[config.mk]
export PLATFORM = sky130hd
export DESIGN_NAME = pwm_output_stage
export DESIGN_NICKNAME = d
export VERILOG_FILES = /design/src/rtl/pwm_output_stage.sv
export SDC_FILE = /design/constraint.sdc
export NUM_CORES = 1
export LEC_CHECK = 0
export BUFFER_PORTS_ARGS = -buffer_cell sky130_fd_sc_hd__clkbuf_2
export CAP_MARGIN = 15
export CELL_PAD_IN_SITES_DETAIL_PLACEMENT = 1
export CELL_PAD_IN_SITES_GLOBAL_PLACEMENT = 1
export CORE_UTILIZATION = 33
export DETAILED_ROUTE_END_ITERATION = 8
export GPL_TIMING_DRIVEN = 0
export PLACE_DENSITY = 0.82
export SETUP_SLACK_MARGIN = 0.2
export SYNTH_ARGS = -nofsm -noshare
export SYNTH_HDL_FRONTEND = slang
export SYNTH_SLANG_ARGS = --single-unit
[constraint.sdc]
create_clock -name clk_psc_i -period 1.4 [get_ports clk_psc_i]
set_clock_uncertainty 0.05 [all_clocks]
set_input_delay 0.21 -clock clk_psc_i [delete_from_list [all_inputs] [get_ports clk_psc_i]]
set_output_delay 0.21 -clock clk_psc_i [all_outputs]
set_load 0.01 [all_outputs]
[src/rtl/pwm_output_stage.sv]
// pwm_output_stage: per-channel PWM output generator.
// Consumes the registered CNT==CMP_START / CNT==CMP_END flags from the
// channel comparator and drives one PWM pin through an IDLE/OFF/ON/DONE
// state machine. Full-on, full-off, polarity and one-pulse controls are
// shadowed and only take effect after an update event. Completed pulses
// are reported as a one-cycle strobe and a saturating count.
module pwm_output_stage #(
    parameter int unsigned CNT_W = 8
) (
    input  logic             clk_psc_i,
    input  logic             rst_i,
    input  logic             enable_i,
    input  logic             update_event_i,
    input  logic             cnt_eq_cmp_start_i,
    input  logic             cnt_eq_cmp_end_i,
    input  logic             full_on_i,
    input  logic             full_off_i,
    input  logic             polarity_i,
    input  logic             one_pulse_i,
    output logic             pwm_o,
    output logic             active_o,
    output logic             pulse_done_o,
    output logic [CNT_W-1:0] pulse_cnt_o
);

    typedef enum logic [1:0] {
        ST_IDLE = 2'd0,
        ST_OFF  = 2'd1,
        ST_ON   = 2'd2,
        ST_DONE = 2'd3
    } state_e;

    localparam logic [CNT_W-1:0] CNT_ZERO = {CNT_W{1'b0}};
    localparam logic [CNT_W-1:0] CNT_ONE  = CNT_W'(1'b1);
    localparam logic [CNT_W-1:0] CNT_MAX  = {CNT_W{1'b1}};

    state_e           state_q,       state_d;
    logic             full_on_sh_q,  full_on_sh_d;
    logic             full_off_sh_q, full_off_sh_d;
    logic             pol_sh_q,      pol_sh_d;
    logic             op_sh_q,       op_sh_d;
    logic             pwm_q,         pwm_d;
    logic             active_q,      active_d;
    logic             pulse_done_q,  pulse_done_d;
    logic [CNT_W-1:0] pulse_cnt_q,   pulse_cnt_d;
    logic             lvl_d;

    // Increment that sticks at all-ones instead of wrapping.
    function automatic logic [CNT_W-1:0] sat_inc(input logic [CNT_W-1:0] v);
        if (v == CNT_MAX) begin
            sat_inc = v;
        end else begin
            sat_inc = v + CNT_ONE;
        end
    endfunction

    // Shadow configuration: capture the preload inputs only on an update event.
    always_comb begin
        full_on_sh_d  = full_on_sh_q;
        full_off_sh_d = full_off_sh_q;
        pol_sh_d      = pol_sh_q;
        op_sh_d       = op_sh_q;
        if (update_event_i) begin
            full_on_sh_d  = full_on_i;
            full_off_sh_d = full_off_i;
            pol_sh_d      = polarity_i;
            op_sh_d       = one_pulse_i;
        end else begin
            full_on_sh_d  = full_on_sh_q;
            full_off_sh_d = full_off_sh_q;
            pol_sh_d      = pol_sh_q;
            op_sh_d       = op_sh_q;
        end
    end

    // Next-state logic; disable wins over everything, end match wins over start match.
    always_comb begin
        state_d      = state_q;
        pulse_done_d = 1'b0;
        if (!enable_i) begin
            state_d = ST_IDLE;
        end else begin
            case (state_q)
                ST_IDLE: begin
                    // Never resume mid-window: wait in OFF for the next start match.
                    state_d = ST_OFF;
                end
                ST_OFF: begin
                    // Start and end on the same count means 0% duty.
                    if (cnt_eq_cmp_start_i && !cnt_eq_cmp_end_i) begin
                        state_d = ST_ON;
                    end else begin
                        state_d = ST_OFF;
                    end
                end
                ST_ON: begin
                    // Old op_sh is used even if an update event lands on this edge.
                    if (cnt_eq_cmp_end_i) begin
                        state_d      = op_sh_q ? ST_DONE : ST_OFF;
                        pulse_done_d = 1'b1;
                    end else begin
                        state_d = ST_ON;
                    end
                end
                ST_DONE: begin
                    state_d = ST_DONE;
                end
                default: begin
                    state_d = ST_IDLE;
                end
            endcase
        end
    end

    // Completed-pulse counter: clears on re-enable, saturates at all-ones.
    always_comb begin
        pulse_cnt_d = pulse_cnt_q;
        if ((state_q == ST_IDLE) && (state_d == ST_OFF)) begin
            pulse_cnt_d = CNT_ZERO;
        end else if (pulse_done_d) begin
            pulse_cnt_d = sat_inc(pulse_cnt_q);
        end else begin
            pulse_cnt_d = pulse_cnt_q;
        end
    end

    // Output level from the next state so pwm_o, active_o and pulse_done_o move on the same edge.
    always_comb begin
        lvl_d = 1'b0;
        if (state_d == ST_IDLE) begin
            lvl_d = 1'b0;
        end else if (full_off_sh_q) begin
            lvl_d = 1'b0;
        end else if (full_on_sh_q) begin
            lvl_d = 1'b1;
        end else begin
            lvl_d = (state_d == ST_ON);
        end
        pwm_d    = lvl_d ^ pol_sh_q;
        active_d = (state_d == ST_ON);
    end

    // State, shadow and output registers with synchronous reset.
    always_ff @(posedge clk_psc_i) begin
        if (rst_i) begin
            state_q       <= ST_IDLE;
            full_on_sh_q  <= 1'b0;
            full_off_sh_q <= 1'b0;
            pol_sh_q      <= 1'b0;
            op_sh_q       <= 1'b0;
            pwm_q         <= 1'b0;
            active_q      <= 1'b0;
            pulse_done_q  <= 1'b0;
            pulse_cnt_q   <= CNT_ZERO;
        end else begin
            state_q       <= state_d;
            full_on_sh_q  <= full_on_sh_d;
            full_off_sh_q <= full_off_sh_d;
            pol_sh_q      <= pol_sh_d;
            op_sh_q       <= op_sh_d;
            pwm_q         <= pwm_d;
            active_q      <= active_d;
            pulse_done_q  <= pulse_done_d;
            pulse_cnt_q   <= pulse_cnt_d;
        end
    end

    assign pwm_o        = pwm_q;
    assign active_o     = active_q;
    assign pulse_done_o = pulse_done_q;
    assign pulse_cnt_o  = pulse_cnt_q;

endmodule

==> flow_metrics.env <==
export IMPL_synth_lib_cells_used_distinct=32
export IMPL_cts_tree="yes"
export IMPL_ant_nets=0
export IMPL_worst_r2r_setup_slack_ns=-0.11
export IMPL_use_met2_pct=32.89
export IMPL_synth_fa_ha_area_share_pct=1.610
export IMPL_cp_max_fo=4
export IMPL_rsz0062_at_grt="true"
export IMPL_first_pass_iters=3
export IMPL_seq_area_frac_synth_pct=43.80
export IMPL_dp_hpwl_um=1347
export IMPL_numCtsBuffers=3
export IMPL_drt_drc_violations_left=0
export IMPL_crit_required_ns=1.58
export IMPL_min_period_ns=1.507
export IMPL_final_cell_mix="19 x clkbuf_2, 9 x nor2_1, 8 x dfxtp_1, 6 x dfxtp_2, 5 x mux2i_1"
export IMPL_synth_mux_area_share_pct=6.441
export IMPL_grt_overflow=0
export IMPL_finalSetupViolations=4
export IMPL_synth_top_family_by_area="simple AND/OR/NAND/NOR gates"
export IMPL_start_util_pct=35.12
export IMPL_layout_setup_ws_ns=-0.1066
export IMPL_dieArea_um2=2553
export IMPL_hold_class="primary input to flip-flop"
export IMPL_hold_violations=0
export IMPL_cp_end_kind="flip-flop"
export IMPL_synth_area_um2=777.0
export IMPL_cts_hold_buf=0
export IMPL_coreArea_um2=2212
export IMPL_synth_simple_gate_area_share_pct=24.96
export IMPL_synth_area_per_cell_um2=9.141
export IMPL_wire_per_inst_um=13.23
export IMPL_finalSetupTns_ns=-0.3086
export IMPL_post_place_cells=132
export IMPL_r2r_end="pulse_cnt_o[7]"
export IMPL_fin_crit_sh_pct=107.6
export IMPL_fp_dieH_um=50.53
export IMPL_hold_end="op_sh_q"
export IMPL_layout_nets=125
export IMPL_cap_violations=0
export IMPL_track_usage_pct=17.50
export IMPL_vias=721
export IMPL_clkTransAtPathRegs_ns=0.09
export IMPL_regToRegStartpoint="state_q[0]"
export IMPL_drt_vias_per_instance=5.113
export IMPL_die_x_um=50.53
export IMPL_met1_usage_pct=17.44
export IMPL_vdd_drop_max_uv=460.8
export IMPL_power_total_uw=822.0
export IMPL_hold_ws_ns=0.1056
export IMPL_top_usage_layer="met2"
export IMPL_critPathArrivalTime_ns=1.69
export IMPL_synth_compound_area_share_pct=15.46
export IMPL_min_from="one_pulse_i"
export IMPL_violations="setup timing"
export IMPL_p_per_area_nw_per_um2=769.3
export IMPL_cts_buffer_depth=2
export IMPL_fin_area_um2=1069
export IMPL_io_pins=21
export IMPL_syn2layout_area_growth_pct=37.52
export IMPL_first_iter_violations=4
export IMPL_rr_worst_depth=5
export IMPL_drive_gt1_share_pct=44.25
export IMPL_leakage_uw=0.0003999
export IMPL_cts_sinks=17
export IMPL_status="complete, but fails checks"
export IMPL_synthTopCellsByArea="dfxtp_1 44%, mux2i_1 6.4%, a21oi_1 4.5%, nor2_1 4.3%, nor2b_1 3.2%"
export IMPL_antenna_found_initial=0
export IMPL_stdcell_count=141
export IMPL_clock_latency_ns=0.29
export IMPL_htree_levels=1
export IMPL_grt_pass1_vias=765
export IMPL_io_buffers=19
export IMPL_slew_violations=0
export IMPL_clock_fmax_mhz=663.7
export IMPL_wirelength_um=1866
export IMPL_num_rows=17
export IMPL_final_common_cell="clkbuf_2"
export IMPL_synth_top_area_share_pct=43.80
export IMPL_max_slew_margin_pct=75.05
export IMPL_diodes=0
export IMPL_critical_path_class="flip-flop to flip-flop"
export IMPL_syn_num_nets=96
export IMPL_syn_inst=85
export IMPL_placed_cell_area_um2=955.9
export IMPL_grt_first_pass_wirelength_um=3249
export IMPL_ys_warn_count=0
export IMPL_holdPathStages=3
export IMPL_worst_slew_pin_slew_ns=0.3733
export IMPL_synth_xor_area_share_pct=3.382
export IMPL_start_kind="flip-flop"
export IMPL_cts_root_buf="clkbuf_4"
export IMPL_place_congestion=0.7150
export IMPL_grt_max_degree=10
export IMPL_grt_use_met3_pct=3.939
export IMPL_synth_top_cell_by_area="dfxtp_1"
export IMPL_ys_ff_latch=17
==> how the worst max path moves through the flow <==
stage / start / end / slack, ns / cells past startpoint
2_1_floorplan: state_q[0] / pulse_cnt_o[5] / -0.06 / 5
3_3_place_gp: state_q[0] / pulse_cnt_o[5] / -0.1 / 5
3_5_place_dp: state_q[0] / pulse_cnt_o[5] / -0.15 / 5
4_1_cts: state_q[0] / pulse_cnt_o[7] / -0.13 / 5
5_1_grt: state_q[0] / pulse_cnt_o[5] / -0.16 / 5
6_report: state_q[0] / pulse_cnt_o[7] / -0.11 / 5
==> synth_stat cells <==
cell type and number:
nor3b_1 1, buf_6 1, nand2b_1 2, o31a_1 1
a21oi_1 7, a21boi_0 1, inv_1 4, or4_1 2
xnor2_1 2, nand3b_1 1, and4b_1 1, o31ai_1 2
o311ai_1 1, nor2b_1 4, xor2_1 1, nand4_1 1
clkbuf_1 2, dfxtp_1 17, nand3_1 2, nor3_1 1
nand3_4 1, a311oi_1 1, and3_1 1, o21ai_0 5
or2b_1 1, ha_1 1, nand2_1 3, o2111a_1 1
or2_2 1, or3_1 2, nor2_1 9, mux2i_1 5
==> area by class of cell <==
class / instances / area [um2]
plain buffers: 2 / 15.01
clock buffers: 4 / 26.28
fillers: 258 / 1144
inverters: 4 / 15.01
multi-input cells: 61 / 470.5
flip-flops and latches: 17 / 359.1
well taps: 28 / 35.03
repair buffers: 25 / 147.6
==> state kept, by name, summed over array words and instances (netlist names) <==
signal	count
op_sh_q	1
active_o	1
pwm_o	1
pulse_done_o	1
full_on_sh_q	1
state_q	2
full_off_sh_q	1
pol_sh_q	1
pulse_cnt_o	8
==> critical path: stages (launching register included) <==
cell,delay [ns]
dfxtp_2,0.33
and4b_1,0.25
buf_6,0.11
nand3_4,0.09
or4_4,0.49
a21oi_2,0.13
==> per-layer routing <==
layer	up-vias	part of all wire, %
met4	0	1.6
met5	-	0
met3	4	3.8
met2	15	53
met1	342	41
li1	360	-
==> kinds of logic after synthesis <==
| family | after synthesis |
|---|---|
| and+or+nand+nor | 33 |
| AOI/OAI and AO/OA | 19 |
| DFF | 17 |
| buffers and inverters | 7 |
| muxes | 5 |
| xor gates and xnor gates | 3 |
| adders and majority gates | 1 |
==> power by group <==
group	internal (uW)	switching, uW
sequential	489	5.78
clock	111	148
combinational	33.6	34.9
total	633	189
==> through the flow <==
step | utilization, % | worst slack, ns
after floorplan | - | -0.05502
after global placement | 43.21 | -0.09944
after detailed placement | 43.21 | -0.1513
after CTS | 46.49 | -0.1295
after global routing | 48.30 | -0.1620
final | 48.30 | -0.1066
==> repair_timing <==
action | CTS | global route
setup endpoints to repair | 10 | 12
buffers inserted | 5 | 1
endpoints found under the hold margin | 0 | 0
gates resized for setup | 5 | 11
pin swaps | 7 | 6
Note: power is estimated with default switching activity, not from simulation.
